**src/rtl/nexusv_bus_bridge.sv**
```systemverilog
// nexusv_bus_bridge: core load/store to NUM_SLV-region APB-style bridge with byte lanes
// and load extension. Optional ACCESS timeout is enabled with `define NEXUSV_BUS_TIMEOUT_EN.
module nexusv_bus_bridge #(
    parameter int unsigned           NUM_SLV     = 4,
    parameter logic [NUM_SLV*32-1:0] REGION_BASE = {32'h8000_6000, 32'h8000_5000,
                                                    32'h8000_4000, 32'h8000_3000},
    parameter logic [NUM_SLV*32-1:0] REGION_MASK = {32'hFFFF_F000, 32'hFFFF_F000,
                                                    32'hFFFF_F000, 32'hFFFF_F000},
    parameter int unsigned           TIMEOUT_CYC = 255
) (
    input  logic                  clk,
    input  logic                  rst_n,
    input  logic                  req_valid,
    output logic                  req_ready,
    input  logic                  req_write,
    input  logic [31:0]           req_addr,
    input  logic [31:0]           req_wdata,
    input  logic [2:0]            req_funct3,
    output logic                  resp_valid,
    output logic [31:0]           resp_rdata,
    output logic                  resp_err,
    output logic [NUM_SLV-1:0]    slv_sel,
    output logic                  slv_enable,
    output logic                  slv_write,
    output logic [31:0]           slv_addr,
    output logic [31:0]           slv_wdata,
    output logic [3:0]            slv_wstrb,
    input  logic [NUM_SLV*32-1:0] slv_rdata,
    input  logic [NUM_SLV-1:0]    slv_ready,
    input  logic [NUM_SLV-1:0]    slv_err
);

    localparam int unsigned IDX_W = (NUM_SLV > 1) ? $clog2(NUM_SLV) : 1;

    typedef enum logic [1:0] {
        S_IDLE   = 2'd0,
        S_SETUP  = 2'd1,
        S_ACCESS = 2'd2,
        S_RESP   = 2'd3
    } state_e;

    state_e state_q, state_d;

    logic [31:0]      addr_q, addr_d;
    logic [31:0]      wdata_q, wdata_d;
    logic [3:0]       wstrb_q, wstrb_d;
    logic [2:0]       f3_q, f3_d;
    logic             write_q, write_d;
    logic [IDX_W-1:0] idx_q, idx_d;

    logic             resp_err_n;
    logic [31:0]      resp_rdata_n;

    logic             hit_any;
    logic [IDX_W-1:0] hit_idx;
    logic             f3_bad, misaligned, dec_err;
    logic [31:0]      lane_wdata;
    logic [3:0]       lane_wstrb;
    logic [31:0]      sel_rdata, shifted, load_ext;
    logic             sel_ready, sel_err;

    logic               req_ready_q, req_ready_d;
    logic               resp_valid_q, resp_valid_d;
    logic               resp_err_q, resp_err_d;
    logic [31:0]        resp_rdata_q, resp_rdata_d;
    logic [NUM_SLV-1:0] slv_sel_q, slv_sel_d;
    logic               slv_enable_q, slv_enable_d;
    logic               slv_write_q, slv_write_d;
    logic [31:0]        slv_addr_q, slv_addr_d;
    logic [31:0]        slv_wdata_q, slv_wdata_d;
    logic [3:0]         slv_wstrb_q, slv_wstrb_d;

`ifdef NEXUSV_BUS_TIMEOUT_EN
    localparam int unsigned CNT_W = (TIMEOUT_CYC > 1) ? $clog2(TIMEOUT_CYC + 1) : 1;
    logic [CNT_W-1:0] cnt_q, cnt_d;

    always_ff @(posedge clk or negedge rst_n) begin
        if (!rst_n) cnt_q <= '0;
        else        cnt_q <= cnt_d;
    end
`else
    logic unused_timeout;
    assign unused_timeout = ^TIMEOUT_CYC;
`endif

    // Region decode; scanning downwards leaves the lowest matching index.
    always_comb begin
        hit_any = 1'b0;
        hit_idx = '0;
        for (int i = NUM_SLV - 1; i >= 0; i--) begin
            if ((req_addr & REGION_MASK[32*i +: 32]) == REGION_BASE[32*i +: 32]) begin
                hit_any = 1'b1;
                hit_idx = IDX_W'(i);
            end
        end
    end

    always_comb begin
        f3_bad     = 1'b0;
        misaligned = 1'b0;
        case (req_funct3)
            3'b000, 3'b100: misaligned = 1'b0;
            3'b001, 3'b101: misaligned = req_addr[0];
            3'b010:         misaligned = |req_addr[1:0];
            default:        f3_bad     = 1'b1;
        endcase
        dec_err = f3_bad | misaligned | ~hit_any;
    end

    // Store lane placement; loads drive no strobes and no data.
    always_comb begin
        lane_wdata = req_wdata;
        lane_wstrb = 4'b1111;
        case (req_funct3[1:0])
            2'b00: begin
                lane_wdata = {4{req_wdata[7:0]}};
                lane_wstrb = 4'b0001 << req_addr[1:0];
            end
            2'b01: begin
                lane_wdata = {2{req_wdata[15:0]}};
                lane_wstrb = 4'b0011 << req_addr[1:0];
            end
            default: ;
        endcase
        if (!req_write) begin
            lane_wdata = '0;
            lane_wstrb = 4'b0000;
        end
    end

    always_comb begin
        sel_rdata = '0;
        sel_ready = 1'b0;
        sel_err   = 1'b0;
        for (int i = 0; i < NUM_SLV; i++) begin
            if (idx_q == IDX_W'(i)) begin
                sel_rdata = slv_rdata[32*i +: 32];
                sel_ready = slv_ready[i];
                sel_err   = slv_err[i];
            end
        end
        shifted = sel_rdata >> {addr_q[1:0], 3'b000};
        case (f3_q)
            3'b000:  load_ext = {{24{shifted[7]}}, shifted[7:0]};
            3'b100:  load_ext = {24'h0, shifted[7:0]};
            3'b001:  load_ext = {{16{shifted[15]}}, shifted[15:0]};
            3'b101:  load_ext = {16'h0, shifted[15:0]};
            default: load_ext = sel_rdata;
        endcase
    end

    always_ff @(posedge clk or negedge rst_n) begin
        if (!rst_n) state_q <= S_IDLE;
        else        state_q <= state_d;
    end

    always_ff @(posedge clk or negedge rst_n) begin
        if (!rst_n) begin
            addr_q  <= '0;
            wdata_q <= '0;
            wstrb_q <= '0;
            f3_q    <= '0;
            write_q <= 1'b0;
            idx_q   <= '0;
        end else begin
            addr_q  <= addr_d;
            wdata_q <= wdata_d;
            wstrb_q <= wstrb_d;
            f3_q    <= f3_d;
            write_q <= write_d;
            idx_q   <= idx_d;
        end
    end

    // Next state; resp_*_n carry the completion status on the edge entering RESP.
    always_comb begin
        state_d      = state_q;
        addr_d       = addr_q;
        wdata_d      = wdata_q;
        wstrb_d      = wstrb_q;
        f3_d         = f3_q;
        write_d      = write_q;
        idx_d        = idx_q;
        resp_err_n   = 1'b0;
        resp_rdata_n = '0;
`ifdef NEXUSV_BUS_TIMEOUT_EN
        cnt_d        = cnt_q;
`endif
        case (state_q)
            S_IDLE: begin
                if (req_valid) begin
                    addr_d  = req_addr;
                    wdata_d = lane_wdata;
                    wstrb_d = lane_wstrb;
                    f3_d    = req_funct3;
                    write_d = req_write;
                    idx_d   = hit_idx;
                    if (dec_err) begin
                        state_d    = S_RESP;
                        resp_err_n = 1'b1;
                    end else begin
                        state_d = S_SETUP;
`ifdef NEXUSV_BUS_TIMEOUT_EN
                        cnt_d   = '0;
`endif
                    end
                end
            end
            S_SETUP: state_d = S_ACCESS;
            S_ACCESS: begin
                if (sel_ready) begin
                    state_d      = S_RESP;
                    resp_err_n   = sel_err;
                    resp_rdata_n = (sel_err || write_q) ? 32'h0 : load_ext;
                end
`ifdef NEXUSV_BUS_TIMEOUT_EN
                else if (cnt_q == CNT_W'(TIMEOUT_CYC - 1)) begin
                    state_d    = S_RESP;
                    resp_err_n = 1'b1;
                end else begin
                    cnt_d = cnt_q + CNT_W'(1);
                end
`endif
            end
            S_RESP:  state_d = S_IDLE;
            default: state_d = S_IDLE;
        endcase
    end

    // Outputs are registered, decoded from the state being entered.
    always_comb begin
        req_ready_d  = (state_d == S_IDLE);
        resp_valid_d = (state_d == S_RESP);
        resp_err_d   = resp_err_n;
        resp_rdata_d = resp_rdata_n;
        slv_sel_d    = '0;
        slv_enable_d = 1'b0;
        slv_write_d  = 1'b0;
        slv_addr_d   = '0;
        slv_wdata_d  = '0;
        slv_wstrb_d  = '0;
        if (state_d == S_SETUP || state_d == S_ACCESS) begin
            slv_sel_d    = NUM_SLV'(1) << idx_d;
            slv_enable_d = (state_d == S_ACCESS);
            slv_write_d  = write_d;
            slv_addr_d   = {addr_d[31:2], 2'b00};
            slv_wdata_d  = wdata_d;
            slv_wstrb_d  = wstrb_d;
        end
    end

    always_ff @(posedge clk or negedge rst_n) begin
        if (!rst_n) begin
            req_ready_q  <= 1'b1;
            resp_valid_q <= 1'b0;
            resp_err_q   <= 1'b0;
            resp_rdata_q <= '0;
            slv_sel_q    <= '0;
            slv_enable_q <= 1'b0;
            slv_write_q  <= 1'b0;
            slv_addr_q   <= '0;
            slv_wdata_q  <= '0;
            slv_wstrb_q  <= '0;
        end else begin
            req_ready_q  <= req_ready_d;
            resp_valid_q <= resp_valid_d;
            resp_err_q   <= resp_err_d;
            resp_rdata_q <= resp_rdata_d;
            slv_sel_q    <= slv_sel_d;
            slv_enable_q <= slv_enable_d;
            slv_write_q  <= slv_write_d;
            slv_addr_q   <= slv_addr_d;
            slv_wdata_q  <= slv_wdata_d;
            slv_wstrb_q  <= slv_wstrb_d;
        end
    end

    assign req_ready  = req_ready_q;
    assign resp_valid = resp_valid_q;
    assign resp_err   = resp_err_q;
    assign resp_rdata = resp_rdata_q;
    assign slv_sel    = slv_sel_q;
    assign slv_enable = slv_enable_q;
    assign slv_write  = slv_write_q;
    assign slv_addr   = slv_addr_q;
    assign slv_wdata  = slv_wdata_q;
    assign slv_wstrb  = slv_wstrb_q;

endmodule
```
**config.mk**
```make
export PLATFORM = sky130hd
export DESIGN_NAME = nexusv_bus_bridge
export DESIGN_NICKNAME = d
export VERILOG_FILES = /design/src/rtl/nexusv_bus_bridge.sv
export SDC_FILE = /design/constraint.sdc
export NUM_CORES = 1
export LEC_CHECK = 0
export CAP_MARGIN = 30
export CORE_MARGIN = 3
export CORE_UTILIZATION = 50
export CTS_BUF_LIST = sky130_fd_sc_hd__clkbuf_8
export CTS_CLUSTER_SIZE = 14
export DETAILED_ROUTE_END_ITERATION = 10
export GPL_TIMING_DRIVEN = 0
export HOLD_SLACK_MARGIN = 0.08
export PLACE_DENSITY = 0.87
export SKIP_CTS_REPAIR_TIMING = 1
export SLEW_MARGIN = 20
export SYNTH_ARGS = -nofsm -noshare
export SYNTH_HDL_FRONTEND = slang
export SYNTH_SLANG_ARGS = --single-unit
```
**constraint.sdc**
```tcl
create_clock -name clk -period 3.9 [get_ports clk]
set_input_delay 0.39 -clock clk [delete_from_list [all_inputs] [get_ports clk]]
set_output_delay 0.39 -clock clk [all_outputs]
set_load 0.01 [all_outputs]
```
Word level (Yosys, flattened, before mapping)
Cells that the tools add are included.
{"block": "word_totals", "reg_bits": 185, "in_bits": 207, "output_inout_bits": 109, "elab_cells": 112}
{"block": "op_classes", "n_eq_ne": 21, "shift": 4, "n_mux": 54, "bitwise_logic": 3, "n_reduce_logical": 12}
{"operator": "two-way mux 32 bit", "n": 14}
{"operator": "one-hot mux 32 bit (4 select lines)", "n": 1}
{"operator": "== test 20 bit (second input constant)", "n": 4}
{"operator": "one-hot mux 32 bit (2 select lines)", "n": 1}
{"operator": "right shift 32 x 5 -> 16 bit", "n": 1}
{"operator": "two-way mux 1 bit", "n": 20}
{"operator": "two-way mux 4 bit", "n": 5}
{"operator": "two-way mux 2 bit", "n": 9}
{"operator": "== test 2 bit (second input constant)", "n": 6}
{"operator": "== test 3 bit (second input constant)", "n": 4}
{"operator": "== test 2 x 1 -> 1 bit (second input constant)", "n": 4}
{"operator": "logical NOT 2 bit", "n": 4}
{"operator": "one-hot mux 2 bit (4 select lines)", "n": 1}
{"operator": "one-hot mux 4 bit (2 select lines)", "n": 1}
{"operator": "left shift 1 x 2 -> 4 bit (first input constant)", "n": 2}
{"operator": "== test 3 x 1 -> 1 bit (second input constant)", "n": 2}
{"operator": "logical NOT 3 bit", "n": 2}
{"operator": "OR reduction 5 bit", "n": 1}
{"operator": "one-hot mux 1 bit (2 select lines)", "n": 2}
{"operator": "OR reduction 2 bit", "n": 2}
{"operator": "left shift 2 x 2 -> 4 bit (first input constant)", "n": 1}
{"operator": "== test 3 x 2 -> 1 bit (second input constant)", "n": 1}
{"operator": "logical OR 1 bit", "n": 2}
{"operator": "OR 1 bit", "n": 2}
{"operator": "other kinds (2)", "n": 2}

Depth between registers and ports, before layout
{"block": "logic_depth", "ltp_word": 13, "ltp_mapped": 10, "mapped_depth_nobuf": 8}

Worst setup path before layout
No wires, ideal clock.
{"block": "synth_timing", "path_kind": "input -> register", "start": "input req_addr[28]", "end": "register slv_sel_q[2], in the netlist slv_sel[2]", "arrival_ps": 2309, "required_time_ps": 3764, "setup_slack_ps": 1455, "cell_stages": 8, "n_path_buf": 1, "path_cell_list": "or4_1 nor3_1 nand4_1 a21boi_0 ha_1 inv_1 clkbuf_1 nor3_1"}
{"block": "synth_via", "elab_chain_len": 13}
{"item": "start: declaration", "line_no": "16", "source": "input logic [31:0] req_addr,"}
{"item": "== test 20 bit", "line_no": "91", "source": "if ((req_addr & REGION_MASK[32*i +: 32]) == REGION_BASE[32*i +: 32]) begin"}
{"item": "two-way mux 1 bit (4 in a row)", "line_no": "91"}
{"item": "inverter 1 bit", "line_no": "107", "source": "dec_err = f3_bad | misaligned | ~hit_any;"}
{"item": "OR 1 bit", "line_no": "107"}
{"item": "two-way mux 2 bit", "line_no": "198", "source": "if (dec_err) begin"}
{"item": "two-way mux 2 bit", "line_no": "191", "source": "if (req_valid) begin"}
{"item": "one-hot mux 2 bit (4 select lines)", "line_no": "189", "source": "case (state_q)"}
{"item": "== test 2 x 1 -> 1 bit / == test 2 bit (equally long branches)", "line_no": "242", "source": "if (state_d == S_SETUP || state_d == S_ACCESS) begin"}
{"item": "logical OR 1 bit", "line_no": "242"}
{"item": "two-way mux 4 bit *", "line_no": "242"}
{"item": "named net slv_sel_d[2]", "line_no": "66", "source": "logic [NUM_SLV-1:0] slv_sel_q, slv_sel_d;"}
{"item": "end signal: assignment", "line_no": "269", "source": "slv_sel_q <= slv_sel_d;"}
{"item": "end: declaration", "line_no": "66"}
Mark *: on every way through the listed nets, which the timed path passes. The rest lies on a longest branch.
A chain may end at the register's enable or synchronous reset.

Worst setup path in the final report
Ends and elaborated chain as after synthesis.

==> results.toml <==
[run_status]
status = "finished clean"

[final_layout]
utilization_pct = 76.1
multi_input_area_mm2 = 0.00356
fin_area_mm2 = 0.0124
drive_above_1_share_pct = 8.38
area_growth_pct = 45.7
fillers = 1134
regArea_mm2 = 0.00458
layout.nets = 1333

[die]
die_width_um = 136
boundaryPins = 316
rows = 46
initial_core_util_pct = 52.2
dieArea_mm2 = 0.0186
core_mm2 = 0.0162
fp.dieH_um = 136

[global_routing]
met2_usage_pct = 53.3
grt_start_max_net_pins = 73
gr-usage-met1_pct = 33.6
grt_pass1_vias = 7871
grt_busiest_layer = "met2"
overflow = 0
antenna_found_initial = 1
track_usage_pct = 30.3
grt_pass1_wl_um = 42200
use_met3_pct = 9.10

[yosys]
synth.cell_area_mm2 = 0.00848
synth_mux_area_share_pct = 14.7
netlist_instances = 788
synth_fa_ha_area_share_pct = 0.590
yosys.cell_types.count = 56
synth_top_cell_area_share_pct = 53.7
synth_xor_area_share_pct = 0.207
synth-main-ff-cell = "dfrtp_1"
synth_warnings = 0
ys_seq_area_share_pct = 54.0
synth_compound_area_share_pct = 11.4
synth_top_family_by_area = "simple AND/OR/NAND/NOR gates"
async_flop_share_pct = 100
synth_simple_gate_area_share_pct = 15.1
synth_area_leader_cell = "dfrtp_1"
synth_seq_cells = 183
synth_edf_count = 0
synth_area_per_cell_um2 = 10.8
synth.area.top_cells = "dfrtp_1 (54%), nand2_1 (7.6%), mux4_2 (5.3%)"

[placement]
dpl.hpwl_um = 22100
place_area_mm2 = 0.0119
gp_congestion = 0.903
io_buffers = 311
dp_slack_ns = 0.462

[setup_path]
rrSetupSlack_ns = 1.00
startpoint = "req_addr[28]"
crit_slowest_cell = "or4_1"
worst-path-max-fanout = 10
worstSetupPathType = "primary input to register"
rr_startpoint = "state_q[1]$_DFF_PN0_"
crit_path_start_kind = "primary input"
critPathCaptureType = "register"
crit_arrival_ns = 3.26
path_cells = "clkdlybuf4s50_1 > or4_1 > nor3_1 > nand4_1 > a21boi_0 > ha_1 > inv_1 > clkbuf_1 > nor3_1"
required_ns = 4.22
cp_common_cell = "nor3_1"
max_stage_delay_ns = 0.54

[clock_tree]
cts.sinks = 183
clock_path_buffers = 2
clk_pin_slew_ns = 0.10
cts_tree = "done"
h-tree-depth = 4
root_buffer = "clkbuf_8"
clkLatencyLatePin_ns = 0.46
cts_inserted_buffers = 17

[sta]
fin_tns_setup_ns = 0
fmax_ghz = 0.340
timing.slew.headroom_pct = 50.0
drv_slew = 0
tightest_slew_ns = 0.748
rsz0062_at_grt = "no"
hold_viol = 0
finalCritPeriodShare_pct = 75.5
fin_skew_ns = 0.0120
worst_slack_ns = 0.957
final-setup-viol-count = 0
min_period_ns = 2.94

[detailed_routing]
first_pass_iters = 5
drcViolationCount = 0
drt-wirelength-per-cell_um = 21.2
vias = 7597
drt_iter0_drc = 518
vias_per_cell = 5.62
antenna_left = 0
routed_wl_um = 28600

[pwr]
design_power_total_w = 0.00718
ir_drop_v = 0.000509
power_density_mw_per_mm2 = 581
p_leak_nw = 5.38

[worst_hold_path]
hp-class = "primary input to register"
min_from = "req_write"

[job]
drv_cap = 0
==> metrics by stage <==
step / hold WS, ns / instances
after floorplan: 0.0944 / 789
after global placement: 0.444 / 1316
after global routing: 0.372 / 1351
final: 0.361 / 1351
after CTS: -0.198 / 1349
after detailed placement: 0.308 / 1318
==> metal layers <==
metal  up-vias  routed length, µm
met5         -                  0
met4         0               1320
met3        83               2660
met2       426              14700
met1      3687               9940
li1       3401                  -
==> area by class of cell <==
type                       instances  area share (%)
timing repair buffer             314            25.8
tap                              216            2.19
clock buffer                      17            1.89
buffer                            54            2.38
inverter                          12           0.365
antenna                            1          0.0203
clock inverter                    14            1.47
sequential                       183            37.1
multi-input combinational        540            28.8
==> worst paths after layout <==
| path | to | cells past startpoint |
|---|---|---|
| max | slv_sel[2]$_DFF_PN0_ | 9 |
| min | wdata_q[4]$_DFF_PN0_ | 3 |
| max reg2reg | slv_sel[2]$_DFF_PN0_ | 9 |
| min reg2reg | wdata_q[6]$_DFF_PN0_ | 2 |
| max in group asynchronous | req_ready$_DFF_PN1_ | 4 |
| min in group asynchronous | resp_rdata[30]$_DFF_PN0_ | 2 |
==> placed cells by master (no fill, tap or decap), drive strengths merged, types with 2 or more instances in the layout <==
cell | Yosys | final
a211o | 4 | 4
o2bb2ai | 4 | 4
nor3 | 9 | 9
or2 | 5 | 5
clkinv | 1 | 4
clkbuf | 35 | 52
nor2 | 32 | 32
mux2i | 39 | 39
nand3 | 9 | 9
xnor2 | 2 | 2
nand2 | 171 | 171
nor2b | 9 | 9
a211oi | 3 | 3
nor4 | 2 | 2
mux2 | 12 | 12
nand2b | 3 | 3
a221oi | 4 | 4
and3 | 2 | 2
conb | 1 | 2
o22ai | 8 | 8
or3 | 2 | 2
a2111oi | 4 | 4
and2 | 35 | 35
o21ai | 69 | 69
o31ai | 3 | 3
nor3b | 2 | 2
clkdlybuf4s50 | 0 | 310
inv | 11 | 19
o31a | 2 | 2
ha | 4 | 4
mux4 | 30 | 30
buf | 19 | 22
a21oi | 61 | 61
a31oi | 2 | 2
bufinv | 0 | 2
dfrtp | 182 | 182
==> power by group <==
| group | internal (W) | total, W | switching, W |
|---|---|---|---|
| registers | 0.00251 | 0.00269 | 0.000186 |
| clock network | 0.000599 | 0.00135 | 0.000748 |
| logic | 0.00125 | 0.00314 | 0.00188 |
| total | 0.00436 | 0.00718 | 0.00282 |
==> registers in the layout, summed over array words and instances (netlist names), 4 cells and up <==
| signal | cells |
|---|---|
| slv_wstrb | 4 |
| slv_addr | 30 |
| wdata_q | 32 |
| wstrb_q | 4 |
| slv_sel | 4 |
| addr_q | 32 |
| resp_rdata | 32 |
| slv_wdata | 32 |
==> synth_stat cells (7+ instances only) <==
master	number
mux4_1	10
mux4_2	20
nor2b_1	9
o22ai_1	7
and2_1	35
clkbuf_1	35
o21ai_0	67
nor2_1	31
nand3_1	9
a21oi_1	61
mux2_2	11
dfrtp_1	182
inv_1	11
mux2i_1	39
nor3_1	8
nand2_1	171
==> worst max-delay path: cells and delay by family <==
| family | cells | cell delay [ns] |
|---|---|---|
| AND/OR/NAND/NOR | 4 | 1.08 |
| AO/OA/AOI/OAI | 1 | 0.44 |
| adder cells (fa/ha/maj) | 1 | 0.37 |
| buffers and inverters | 3 | 0.99 |
==> kinds of logic (layout without fill, tap and decap cells) <==
kind of cell,after synthesis,in the layout
buffers and inverters,66,411
XOR/XNOR,2,2
adder cells (fa/ha/maj),4,4
AO/OA/AOI/OAI,166,166
other,1,3
flip-flops,183,183
AND/OR/NAND/NOR,285,285
multiplexers,81,81
Power figures use the tool's default switching activity.
